===== config.mk =====
export PLATFORM = sky130hd
export DESIGN_NAME = cpu_sequencer
export DESIGN_NICKNAME = d
export VERILOG_FILES = /design/src/rtl/cpu_seq_pkg.sv /design/src/rtl/cpu_sequencer_mem_wait_timer.sv /design/src/rtl/cpu_sequencer.sv
export SDC_FILE = /design/constraint.sdc
export NUM_CORES = 1
export LEC_CHECK = 0
export ABC_CLOCK_PERIOD_IN_PS = 4300
export CAP_MARGIN = 20
export CELL_PAD_IN_SITES_DETAIL_PLACEMENT = 0
export CELL_PAD_IN_SITES_GLOBAL_PLACEMENT = 1
export CORE_ASPECT_RATIO = 0.5
export CORE_MARGIN = 3
export CORE_UTILIZATION = 39
export CTS_BUF_LIST = sky130_fd_sc_hd__clkbuf_4 sky130_fd_sc_hd__clkbuf_8 sky130_fd_sc_hd__clkbuf_16
export CTS_CLUSTER_DIAMETER = 150
export DETAILED_ROUTE_END_ITERATION = 7
export PLACE_DENSITY = 0.86
export SLEW_MARGIN = 10
export SYNTH_ARGS = -nofsm -noshare
export SYNTH_HDL_FRONTEND = slang
export SYNTH_HIERARCHICAL = 1
export SYNTH_SLANG_ARGS = --single-unit
export TNS_END_PERCENT = 30

===== constraint.sdc =====
create_clock -name clk -period 4.3 [get_ports clk]
set_input_delay 0.645 -clock clk [delete_from_list [all_inputs] [get_ports clk]]
set_output_delay 0.645 -clock clk [all_outputs]
set_load 0.01 [all_outputs]

===== src/rtl/cpu_seq_pkg.sv =====
// Shared definitions for the multi-cycle control sequencer.
// State encodings, state width and the default memory wait limit.
package cpu_seq_pkg;

  localparam int ST_W = 3;

  typedef logic [ST_W-1:0] state_t;

  localparam state_t S_HALT  = 3'd0;
  localparam state_t S_FETCH = 3'd1;
  localparam state_t S_DEC   = 3'd2;
  localparam state_t S_EXEC  = 3'd3;
  localparam state_t S_MEM   = 3'd4;
  localparam state_t S_WB    = 3'd5;
  localparam state_t S_ERROR = 3'd6;

  localparam int MEM_WAIT_MAX_DEF = 15;

endpackage


===== src/rtl/cpu_sequencer_mem_wait_timer.sv =====
// Memory wait-state counter shared by FETCH and MEM.
// Ports: clk, rst (sync, active-low), clr, inc in; expired out.
module mem_wait_timer
  import cpu_seq_pkg::*;
#(
  parameter int MEM_WAIT_MAX = MEM_WAIT_MAX_DEF
) (
  input  logic clk,
  input  logic rst,
  input  logic clr,
  input  logic inc,
  output logic expired
);

  localparam int CW =
    (MEM_WAIT_MAX < 1) ? 1 : $clog2(MEM_WAIT_MAX + 1);

  logic [CW-1:0] cnt_q;
  logic [CW-1:0] cnt_d;

  assign expired = (cnt_q == CW'(MEM_WAIT_MAX));

  // Hold at the limit; the sequencer leaves the
  // waiting state on the same edge anyway.
  always_comb begin
    cnt_d = cnt_q;
    if (clr)
      cnt_d = '0;
    else if (inc && !expired)
      cnt_d = cnt_q + CW'(1);
  end

  always_ff @(posedge clk) begin
    if (!rst)
      cnt_q <= '0;
    else
      cnt_q <= cnt_d;
  end

endmodule


===== src/rtl/cpu_sequencer.sv =====
// Multi-cycle FETCH/DECODE/EXECUTE/MEM/WB sequencer with debug control.
// Ports: run/step/halt_req, dec_* and mem_ready in; enables, status, retired out.
module cpu_sequencer
  import cpu_seq_pkg::*;
#(
  parameter int MEM_WAIT_MAX = MEM_WAIT_MAX_DEF,
  parameter int CNT_W        = 32
) (
  input  logic             clk,
  input  logic             rst,
  input  logic             run,
  input  logic             step,
  input  logic             halt_req,
  input  logic             dec_RegWE,
  input  logic             dec_MemWE,
  input  logic             dec_load,
  input  logic             illegal,
  input  logic             mem_ready,
  output logic             mem_req,
  output logic             ir_en,
  output logic             pc_en,
  output logic             reg_we,
  output logic             mem_we,
  output logic             halted,
  output logic             err,
  output logic [ST_W-1:0]  state,
  output logic [CNT_W-1:0] retired
);

  state_t           state_q, state_d;
  logic             step_q, step_d;
  logic             single_q, single_d;
  logic             hpend_q, hpend_d;
  logic [CNT_W-1:0] ret_q, ret_d;

  logic step_rise;
  logic in_wait;
  logic expired;
  logic stop_wb;

  assign step_rise = step & ~step_q;
  assign step_d    = step;

  assign in_wait = (state_q == S_FETCH) ||
                   (state_q == S_MEM);

  // Counter is held clear outside FETCH/MEM, so it
  // starts at zero on every entry.
  mem_wait_timer #(
    .MEM_WAIT_MAX(MEM_WAIT_MAX)
  ) u_timer (
    .clk    (clk),
    .rst    (rst),
    .clr    (~in_wait),
    .inc    (in_wait & ~mem_ready),
    .expired(expired)
  );

  // A halt_req seen in WB itself still stops at this boundary.
  assign stop_wb = single_q | hpend_q |
                   halt_req | ~run;

  always_ff @(posedge clk) begin
    if (!rst) begin
      state_q  <= S_HALT;
      step_q   <= 1'b0;
      single_q <= 1'b0;
      hpend_q  <= 1'b0;
      ret_q    <= '0;
    end else begin
      state_q  <= state_d;
      step_q   <= step_d;
      single_q <= single_d;
      hpend_q  <= hpend_d;
      ret_q    <= ret_d;
    end
  end

  always_comb begin
    state_d  = state_q;
    single_d = single_q;
    hpend_d  = hpend_q |
               (halt_req && state_q != S_HALT);
    ret_d    = ret_q;
    unique case (state_q)
      S_HALT: begin
        if (run) begin
          state_d = S_FETCH;
        end else if (step_rise) begin
          state_d  = S_FETCH;
          single_d = 1'b1;
        end
      end
      S_FETCH: begin
        if (mem_ready)
          state_d = S_DEC;
        else if (expired)
          state_d = S_ERROR;
      end
      S_DEC: begin
        state_d = illegal ? S_ERROR : S_EXEC;
      end
      S_EXEC: begin
        state_d = (dec_load || dec_MemWE) ?
                  S_MEM : S_WB;
      end
      S_MEM: begin
        if (mem_ready)
          state_d = S_WB;
        else if (expired)
          state_d = S_ERROR;
      end
      S_WB: begin
        state_d  = stop_wb ? S_HALT : S_FETCH;
        single_d = 1'b0;
        hpend_d  = 1'b0;
        ret_d    = ret_q + CNT_W'(1);
      end
      S_ERROR: begin
        state_d = S_ERROR;
      end
      default: begin
        state_d = S_ERROR;
      end
    endcase
  end

  always_comb begin
    mem_req = 1'b0;
    ir_en   = 1'b0;
    pc_en   = 1'b0;
    reg_we  = 1'b0;
    mem_we  = 1'b0;
    halted  = 1'b0;
    err     = 1'b0;
    unique case (state_q)
      S_HALT: begin
        halted = 1'b1;
      end
      S_FETCH: begin
        mem_req = 1'b1;
        ir_en   = mem_ready;
      end
      S_MEM: begin
        mem_req = 1'b1;
        mem_we  = dec_MemWE;
      end
      S_WB: begin
        reg_we = dec_RegWE;
        pc_en  = 1'b1;
      end
      S_ERROR: begin
        halted = 1'b1;
        err    = 1'b1;
      end
      default: begin
        mem_req = 1'b0;
      end
    endcase
  end

  assign state   = state_q;
  assign retired = ret_q;

endmodule


; ---- Yosys cells after proc, flatten, opt, wreduce, memory -nomap -nowiden
; Cells that the tools add are included.
[word_totals]
output_inout_bits = 42
wordCells = 60
ff_bits = 42
in_bits = 10
[op_classes]
reduce_logical = 13
n_eq_ne = 10
muxes = 19
addsub = 2
bitwise = 10
[op_table]
columns = cell, n
row1 = $add 32x1->32 const B, 1
row2 = $mux 3, 6
row3 = $pmux 3 s6, 1
row4 = $mux 1, 11
row5 = $eq 3x3->1 const B, 3
row6 = $eq 3x2->1 const B, 2
row7 = $reduce_or 2->1, 3
row8 = $add 4x1->4 const B, 1
row9 = $eq 4x4->1 const B, 1
row10 = $ne 2x2->1 const B, 2
row11 = $not 1->1, 4
row12 = $or 1x1->1, 4
row13 = $eq 3x1->1 const B, 1
row14 = $logic_not 3->1, 1
row15 = $ne 3x3->1 const B, 1
row16 = $reduce_and 3->1, 1
row17 = $reduce_bool 3->1, 1
row18 = $and 1x1->1, 2
row19 = $logic_and 1x1->1, 2
row20 = $logic_or 1x1->1, 2
row21 = $pmux 1 s2, 1
row22 = $reduce_and 2->1, 1
row23 = $reduce_bool 2->1, 1
row24 = $logic_not 1->1, 1

; ---- Logic depth before layout (Yosys ltp)
; Gate-level depths: netlist (run 1).
[logic_depth]
depth_word = 5
depth_mapped = 8

; ---- Hierarchy
; The synthesis (run 1) kept the hierarchy.
[modules_own_cells]
columns = module, cells_per_inst, seq_area_each_um2, instances, area_each_um2
row1 = cpu_sequencer, 232, 760.7, 1, 1916.8
row2 = mem_wait_timer, 22, 80.1, 1, 197.7

; ---- Worst setup path after synthesis (run 1)
; No wires, ideal clock.
[synth_timing]
path_type = register to register
startpoint = register ret_q[8], in the netlist retired[8]
endpoint = register ret_q[26], in the netlist retired[26]
setup_time_ps = 70
stages_incl_launch_ff = 7
period_less_slack_ps = 2022
path_slack_ps = 2278
arrival_ps = 1952
cell_sequence = dfxtp_1 nand4_2 or4_1 buf_2 buf_6 or4_1 a21oi_1
[synth_between]
elab_chain_cells = 1
[synth_rtl]
columns = element, line_no
row1 = from (decl), cpu_sequencer.sv:34  ; logic [CNT_W-1:0] ret_q, ret_d;
row2 = from (signal assigned), cpu_sequencer.sv:75  ; ret_q <= ret_d;
row3 = $add 32x1->32, cpu_sequencer.sv:117  ; ret_d = ret_q + CNT_W'(1);
; Every way passes these cells.
; A chain may end at the register's enable or synchronous reset.

; ---- Final worst setup path (run 1)
[layout_timing]
startpoint = input mem_ready
endpoint = output ir_en
[layout_between]
elab_chain_cells = 1
[layout_rtl]
columns = element, line_no
row1 = from (decl), cpu_sequencer.sv:18  ; input logic mem_ready,
row2 = $mux 1, cpu_sequencer.sv:136  ; unique case (state_q)
row3 = to (decl), cpu_sequencer.sv:20  ; output logic ir_en,
; Every way passes these cells.

==> results.yml, run 1 <==
run_status:
  outcome: "finished, final reports clean"
die:
  core_um2: 5067
  die_h_um: 58.07
  dieArea_um2: 6395
  io_pins: 52
  rows: 18
  initial_core_util_pct: 41.73
  dieWidth_um: 110.1
worst_setup_path:
  r2r_slack_ns: 2.07
  path_max_fanout: 7
  slowest_stage: "clkdlybuf4s50_1"
  critical_path.max_stage_delay_ns: 0.59
  cp-end-kind: "primary output"
  startpoint_type: "primary input"
  cp_top_family: "buffers and inverters"
  reg2regPathDepth: 4
  critPathBufInv: 2
  crit_top_cell: "clkdlybuf4s50_1"
  crit_type: "in2out"
  critical_path.startpoint: "mem_ready"
  r2r_end: "retired[22]"
  crit_arrival_ns: 2.15
  cp.required_ns: 3.65
  r2r-start: "retired[7]"
  crit_chain: "clkdlybuf4s50_1 -> nor4bb_1 -> clkdlybuf4s50_1"
grt:
  grt_antenna_before_repair: 0
  grt_use_total_pct: 15.99
  grt_max_degree: 29
  grt_pass1_wl_um: 8300
  grt_overflow: 0
  grt_pass1_vias: 1843
logic_synthesis:
  yosys.area_share.xor_xnor_pct: 4.556
  synth_flop_cell: "dfxtp_1"
  netlist_area_um2: 2115
  synthSimpleGateAreaFrac_pct: 32.25
  synth_seq_cells: 42
  yosys.area.top_type: "dfxtp_1"
  synth_cells: 254
  synth_compound_area_share_pct: 15.38
  ys_top_cells_by_area: "dfxtp_1 (40%), a21oi_1 (6.4%), o31ai_1 (4.3%)"
  synthArstFlopShare_pct: 0
  synth_edf_count: 0
  yosysSeqAreaShare_pct: 39.76
  ys_types: 42
  synth_top_family_by_area: "simple AND/OR/NAND/NOR gates"
  yosysWarnings: 6
  muxShareOfSynthArea_pct: 1.893
  yosysTopAreaCellShare_pct: 39.76
  syn-num-nets: 266
  synth_adder_area_share_pct: 1.183
  avgSynthCellArea_um2: 8.325
routing:
  vias: 2037
  vias_per_cell: 5.505
  wl_met2_um: 2225
  antenna_left: 0
  drc: 0
  wl_met1_um: 2404
  wl_um: 4859
  wl_per_cell_um: 13.13
  dr.pass1.iters: 4
  drt_iter0_markers: 62
  top_layer: "met4"
  wl_met3_um: 191
sta:
  layout_min_cycle_time_ns: 2.792
  slew_viol_final: 0
  max_freq_ghz: 0.3581
  slew_headroom_pct: 66.07
  hold_viol_final: 0
  tightest_slew_ns: 0.5089
  rsz0062_at_grt: "no"
  setup_viol: 0
  setup_tns_ns: 0
  layout_setup_ws_ns: 1.508
  skew_ns: 0.01406
  post-route-period-util_pct: 64.94
  holdWs_ns: 0.4784
finish:
  finalNetCount: 311
  stdcell_count: 370
  final_common_cell: "clkdlybuf4s50_1"
  area_delta_synth_final_pct: 30.35
  diodes: 0
  drive_gt1_share_pct: 4.333
  seq_area_um2: 840.8
  final_core_util_pct: 54.40
  fill_cells: 477
  multi_input_area_um2: 1169
  layout_common_cells: "clkdlybuf4s50_1 (51), dfxtp_1 (42), a21oi_1 (27)"
placement:
  dp_hpwl_um: 3448
  dp.cells: 362
  io_buffers: 51
  pre_cts_ws_ns: 1.543
  gp_congestion: 0.7628
cts:
  cts.repair.resized: 0
  clk_latency_ns: 0.29
  postCtsHoldBufs: 0
  cts_sinks: 42
  max-clock-path-buffers: 2
  cts_setup_buffers: 0
  cts_tree: "yes"
  path_clk_slew_ns: 0.08
  htree_levels: 2
  numCtsBuffers: 5
  cts_root_buf: "clkbuf_8"
power:
  pwr-share-comb_pct: 12.6
  power_frac_clock_pct: 37.7
  power.internal_w: 0.0006318
  p_leak_nw: 0.8744
  power.density_nw_per_um2: 303.2
  p_sw_w: 0.0002040
  power_frac_seq_pct: 49.7
  ir_drop_mv: 0.1525
  swShare_pct: 24.41
min_path:
  min_delay_path_depth: 2
  hold_end: "retired[31]"
  hp-class: "reg2reg"
  min_from: "retired[31]"
flow_run:
  drv_cap: 0
==> synthesized netlist by cell type (2+ instances only) <==
cell	n
xnor2_1	3
a31oi_1	2
inv_1	5
and4_1	5
nand2b_1	7
nand3_1	11
and2_1	3
xor2_1	8
ha_1	2
nor4_1	5
a21oi_1	27
clkbuf_1	8
o21ai_1	4
o21ai_0	9
o31ai_1	12
nor2b_1	3
or3_1	11
nor2_1	17
nand4_1	11
dfxtp_1	42
buf_2	2
nand3b_1	2
mux2i_1	4
buf_6	2
or4_1	11
nand2_1	19
and3_1	4
==> layout make-up <==
cell class	count	area share, %
clock buffers	6	2.769
clock inverters	2	1.362
inverters	8	1.271
multi-input cells	191	42.40
flip-flops and latches	42	30.50
well taps	70	3.177
repair buffers	51	18.52
==> registers in the layout, indices dropped and copies added (netlist names) <==
register / cells
single_q: 1
state: 3
retired: 32
u_timer/cnt_q: 4
step_q: 1
hpend_q: 1
==> worst max-delay path by stage <==
stage / slack (ns) / cells past startpoint / endpoint
after global placement: 1.54 / 3 / ir_en
final: 1.51 / 3 / ir_en
after detailed placement: 1.54 / 3 / ir_en
after CTS: 1.51 / 3 / ir_en
after global routing: 1.35 / 4 / reg_we
after floorplan: 2.28 / 6 / retired[26]
==> kinds of logic after synthesis <==
logic type | Yosys count
compound gates | 57
xor+xnor | 11
simple gates | 117
buf+inv | 21
mux | 4
flops | 42
fa+ha+maj | 2
==> per-layer routing <==
metal	global-route usage (%)	vias to the layer above
li1	-	1037
met3	4.004	4
met5	0	-
met4	4.211	0
met1	21.28	959
met2	26.12	37
==> stage by stage <==
stage / cell area, um2 / total power (W)
3_5_place_dp: 2643 / 0.0005290
4_1_cts: 2756 / 0.0008444
3_3_place_gp: 2643 / 0.0005271
6_report: 2756 / 0.0008358
5_1_grt: 2756 / 0.0008764
2_1_floorplan: 2115 / 0.0004802
==> power groups by stage <==
stage          combinational, W  clock, W  sequential, W
6_report               0.000105  0.000315       0.000415
5_1_grt                0.000118  0.000340       0.000418
4_1_cts                0.000106  0.000323       0.000415
3_5_place_dp           0.000105         0       0.000424
3_3_place_gp           0.000104         0       0.000423
2_1_floorplan         0.0000655         0       0.000415
==> worst min-delay path, stage by stage (launching register included) <==
cell and delay [ns]:
dfxtp_1 0.32, nand2_1 0.05, mux2i_1 0.06
Power figures use the tool's default switching activity.
==> run 2: changes to the inputs <==
--- a/config.mk
+++ b/config.mk
@@ -5,17 +5,17 @@
 export SDC_FILE = /design/constraint.sdc
 export NUM_CORES = 1
 export LEC_CHECK = 0
-export ABC_CLOCK_PERIOD_IN_PS = 4300
+export ABC_CLOCK_PERIOD_IN_PS = 2400
 export CAP_MARGIN = 20
 export CELL_PAD_IN_SITES_DETAIL_PLACEMENT = 0
 export CELL_PAD_IN_SITES_GLOBAL_PLACEMENT = 1
 export CORE_ASPECT_RATIO = 0.5
 export CORE_MARGIN = 3
-export CORE_UTILIZATION = 39
+export CORE_UTILIZATION = 32
 export CTS_BUF_LIST = sky130_fd_sc_hd__clkbuf_4 sky130_fd_sc_hd__clkbuf_8 sky130_fd_sc_hd__clkbuf_16
 export CTS_CLUSTER_DIAMETER = 150
 export DETAILED_ROUTE_END_ITERATION = 7
-export PLACE_DENSITY = 0.86
+export PLACE_DENSITY = 0.76
 export SLEW_MARGIN = 10
 export SYNTH_ARGS = -nofsm -noshare
 export SYNTH_HDL_FRONTEND = slang
==> constraint.sdc (replaced) <==
create_clock -name clk -period 2.4 [get_ports clk]
set_input_delay 0.36 -clock clk [delete_from_list [all_inputs] [get_ports clk]]
set_output_delay 0.36 -clock clk [all_outputs]
set_load 0.01 [all_outputs]
==> run 2 against run 1 <==
Clock power up 100%. Critical endpoint is now reg_we. Combinational power up 87%. Critical path depth up 1. Hold slack worse by 0.0059 ns. Largest power group unchanged. Final area up 3.0%. Flip-flop and latch count unchanged. Utilization down 8.8 points. Global-route usage down 1.7 points. Clock-buffer cell count down 1. Sequential share of layout area down 0.84 points. First-iteration DRC count up 110%.
==> results.yml, run 2 (same netlist as run 1, synthesis figures left out) <==
run_status:
  outcome: "finished, final reports clean"
finish:
  stdcell_count: 392
  layout_common_cells: "clkdlybuf4s50_1 (51), dfxtp_1 (41), a21oi_1 (27)"
  fill_cells: 604
  drive_gt1_share_pct: 5.921
  diodes: 0
  largest_reg_flops: 32
  area_delta_synth_final_pct: 34.26
  final_common_cell: "clkdlybuf4s50_1"
  finalNetCount: 316
min_path:
  hp-class: "reg2reg"
sta:
  hold_viol_final: 0
  slew_headroom_pct: 65.81
  setup_viol: 0
  rsz0062_at_grt: "no"
  setup_tns_ns: 0
  skew_ns: 0.006334
  tightest_slew_ns: 0.5085
  slew_viol_final: 0
  max_freq_ghz: 0.4448
  post-route-period-util_pct: 93.67
  holdWs_ns: 0.4725
  layout_min_cycle_time_ns: 2.248
placement:
  dp.cells: 385
  dp_hpwl_um: 3864
  gp_congestion: 0.7330
  io_buffers: 51
die:
  core_um2: 6231
  io_pins: 52
  rows: 20
  dieArea_um2: 7679
  die_h_um: 63.48
  initial_core_util_pct: 33.94
  dieWidth_um: 121.0
flow_run:
  drv_cap: 0
power:
  power.density_nw_per_um2: 555.8
  pwr-share-comb_pct: 12.4
  power_frac_seq_pct: 47.2
  swShare_pct: 24.53
  ir_drop_mv: 0.2626
  power.internal_w: 0.001191
  p_sw_w: 0.0003871
  p_leak_nw: 0.9126
  power_frac_clock_pct: 40.3
worst_setup_path:
  cp-end-kind: "primary output"
  cp_num_cells: 4
  startpoint_type: "flop"
  critPathBufInv: 2
  critical_path.startpoint: "state[2]"
  cp.required_ns: 2.04
  endpoint: "reg_we"
  r2r-start: "retired[8]"
  r2r_end: "retired[30]"
  crit_type: "reg2out"
  crit_arrival_ns: 1.89
  cp_top_family: "buffers and inverters"
  reg2regPathDepth: 5
  critical_path.max_stage_delay_ns: 0.54
  r2r_slack_ns: 0.31
  slowest_stage: "dfxtp_1"
  crit_chain: "nand3b_1 -> inv_6 -> and2_1 -> clkdlybuf4s50_1"
  path_max_fanout: 14
cts:
  htree_levels: 2
  numCtsBuffers: 5
  cts_sinks: 42
  cts_tree: "yes"
  cts_setup_buffers: 0
  max-clock-path-buffers: 2
  clk_latency_ns: 0.28
  postCtsHoldBufs: 0
  cts_root_buf: "clkbuf_16"
  path_clk_slew_ns: 0.06
  cts.repair.resized: 0
grt:
  grt_antenna_before_repair: 0
  grt_max_degree: 29
  grt_pass1_wl_um: 9239
  grt_use_total_pct: 14.30
  grt_overflow: 0
  grt_pass1_vias: 1915
routing:
  drt_iter0_markers: 129
  wl_um: 5346
  vias: 2052
  wl_per_cell_um: 13.64
  drc: 0
  dr.pass1.iters: 5
  antenna_left: 0
  vias_per_cell: 5.235
==> run 2: cell types whose count changed in the layout (fill, tap and decap cells not counted) <==
cell        before  now
clkbuf_4         1    0
buf_4            0    5
dfxtp_1         42   41
dfxtp_2          0    1
clkinv_2         0    2
bufinv_16        1    0
clkbuf_8         5    0
clkbuf_16        0    5
clkinvlp_4       1    0
==> run 2: area by class of cell <==
class | instances | area, um2 | area share [%]
clock buffers | 5 | 125.1 | 4.407
clock inverters | 2 | 10.01 | 0.3526
inverters | 8 | 35.03 | 1.234
multi-input cells | 191 | 1169 | 41.16
flip-flops and latches | 42 | 842.1 | 29.66
well taps | 88 | 110.1 | 3.878
repair buffers | 56 | 548.0 | 19.30
==> run 2: metal layers <==
metal,track usage [%],vias to the layer above,routed length [um]
li1,-,1043,-
met1,18.59,971,2570
met2,24.19,36,2531
met3,3.408,2,223
met4,2.966,0,21
met5,0,-,0
==> run 2: power groups by stage <==
stage	logic [W]	registers, W	clock network (W)
finish	0.000196	0.000745	0.000637
global route	0.000215	0.000750	0.000682
CTS	0.000198	0.000743	0.000653
detailed placement	0.000196	0.000759	0
global placement	0.000193	0.000757	0
floorplan	0.000117	0.000743	0
==> run 2: metrics by stage <==
stage	utilization, %	worst slack, ns	area, um2	power (W)
detailed placement	43.37	0.3128	2703	0.0009552
floorplan	-	0.3780	2115	0.0008603
finish	45.56	0.1520	2839	0.001578
CTS	45.54	0.1096	2838	0.001594
global route	45.56	0.01233	2839	0.001647
global placement	43.37	0.3575	2703	0.0009508
==> run 2: worst min path at each step <==
stage / endpoint / cells past startpoint / start / slack, ns
detailed placement: hpend_q / 2 / hpend_q / 0.45
global placement: hpend_q / 2 / hpend_q / 0.45
floorplan: hpend_q / 2 / hpend_q / 0.43
global route: hpend_q / 2 / hpend_q / 0.50
CTS: hpend_q / 2 / hpend_q / 0.48
finish: hpend_q / 2 / hpend_q / 0.47
==> run 2: tightest hold or removal path: stages, from the launching register on <==
cell and delay, ns:
dfxtp_1 0.32, a21oi_1 0.04, nor2_1 0.07
==> run 3: changes to the inputs <==
--- a/config.mk
+++ b/config.mk
@@ -12,7 +12,6 @@
 export CORE_ASPECT_RATIO = 0.5
 export CORE_MARGIN = 3
 export CORE_UTILIZATION = 32
-export CTS_BUF_LIST = sky130_fd_sc_hd__clkbuf_4 sky130_fd_sc_hd__clkbuf_8 sky130_fd_sc_hd__clkbuf_16
 export CTS_CLUSTER_DIAMETER = 150
 export DETAILED_ROUTE_END_ITERATION = 7
 export PLACE_DENSITY = 0.76
==> results of run 3 <==
No change in the layout: final DEF, timing and power equal those of run 2.
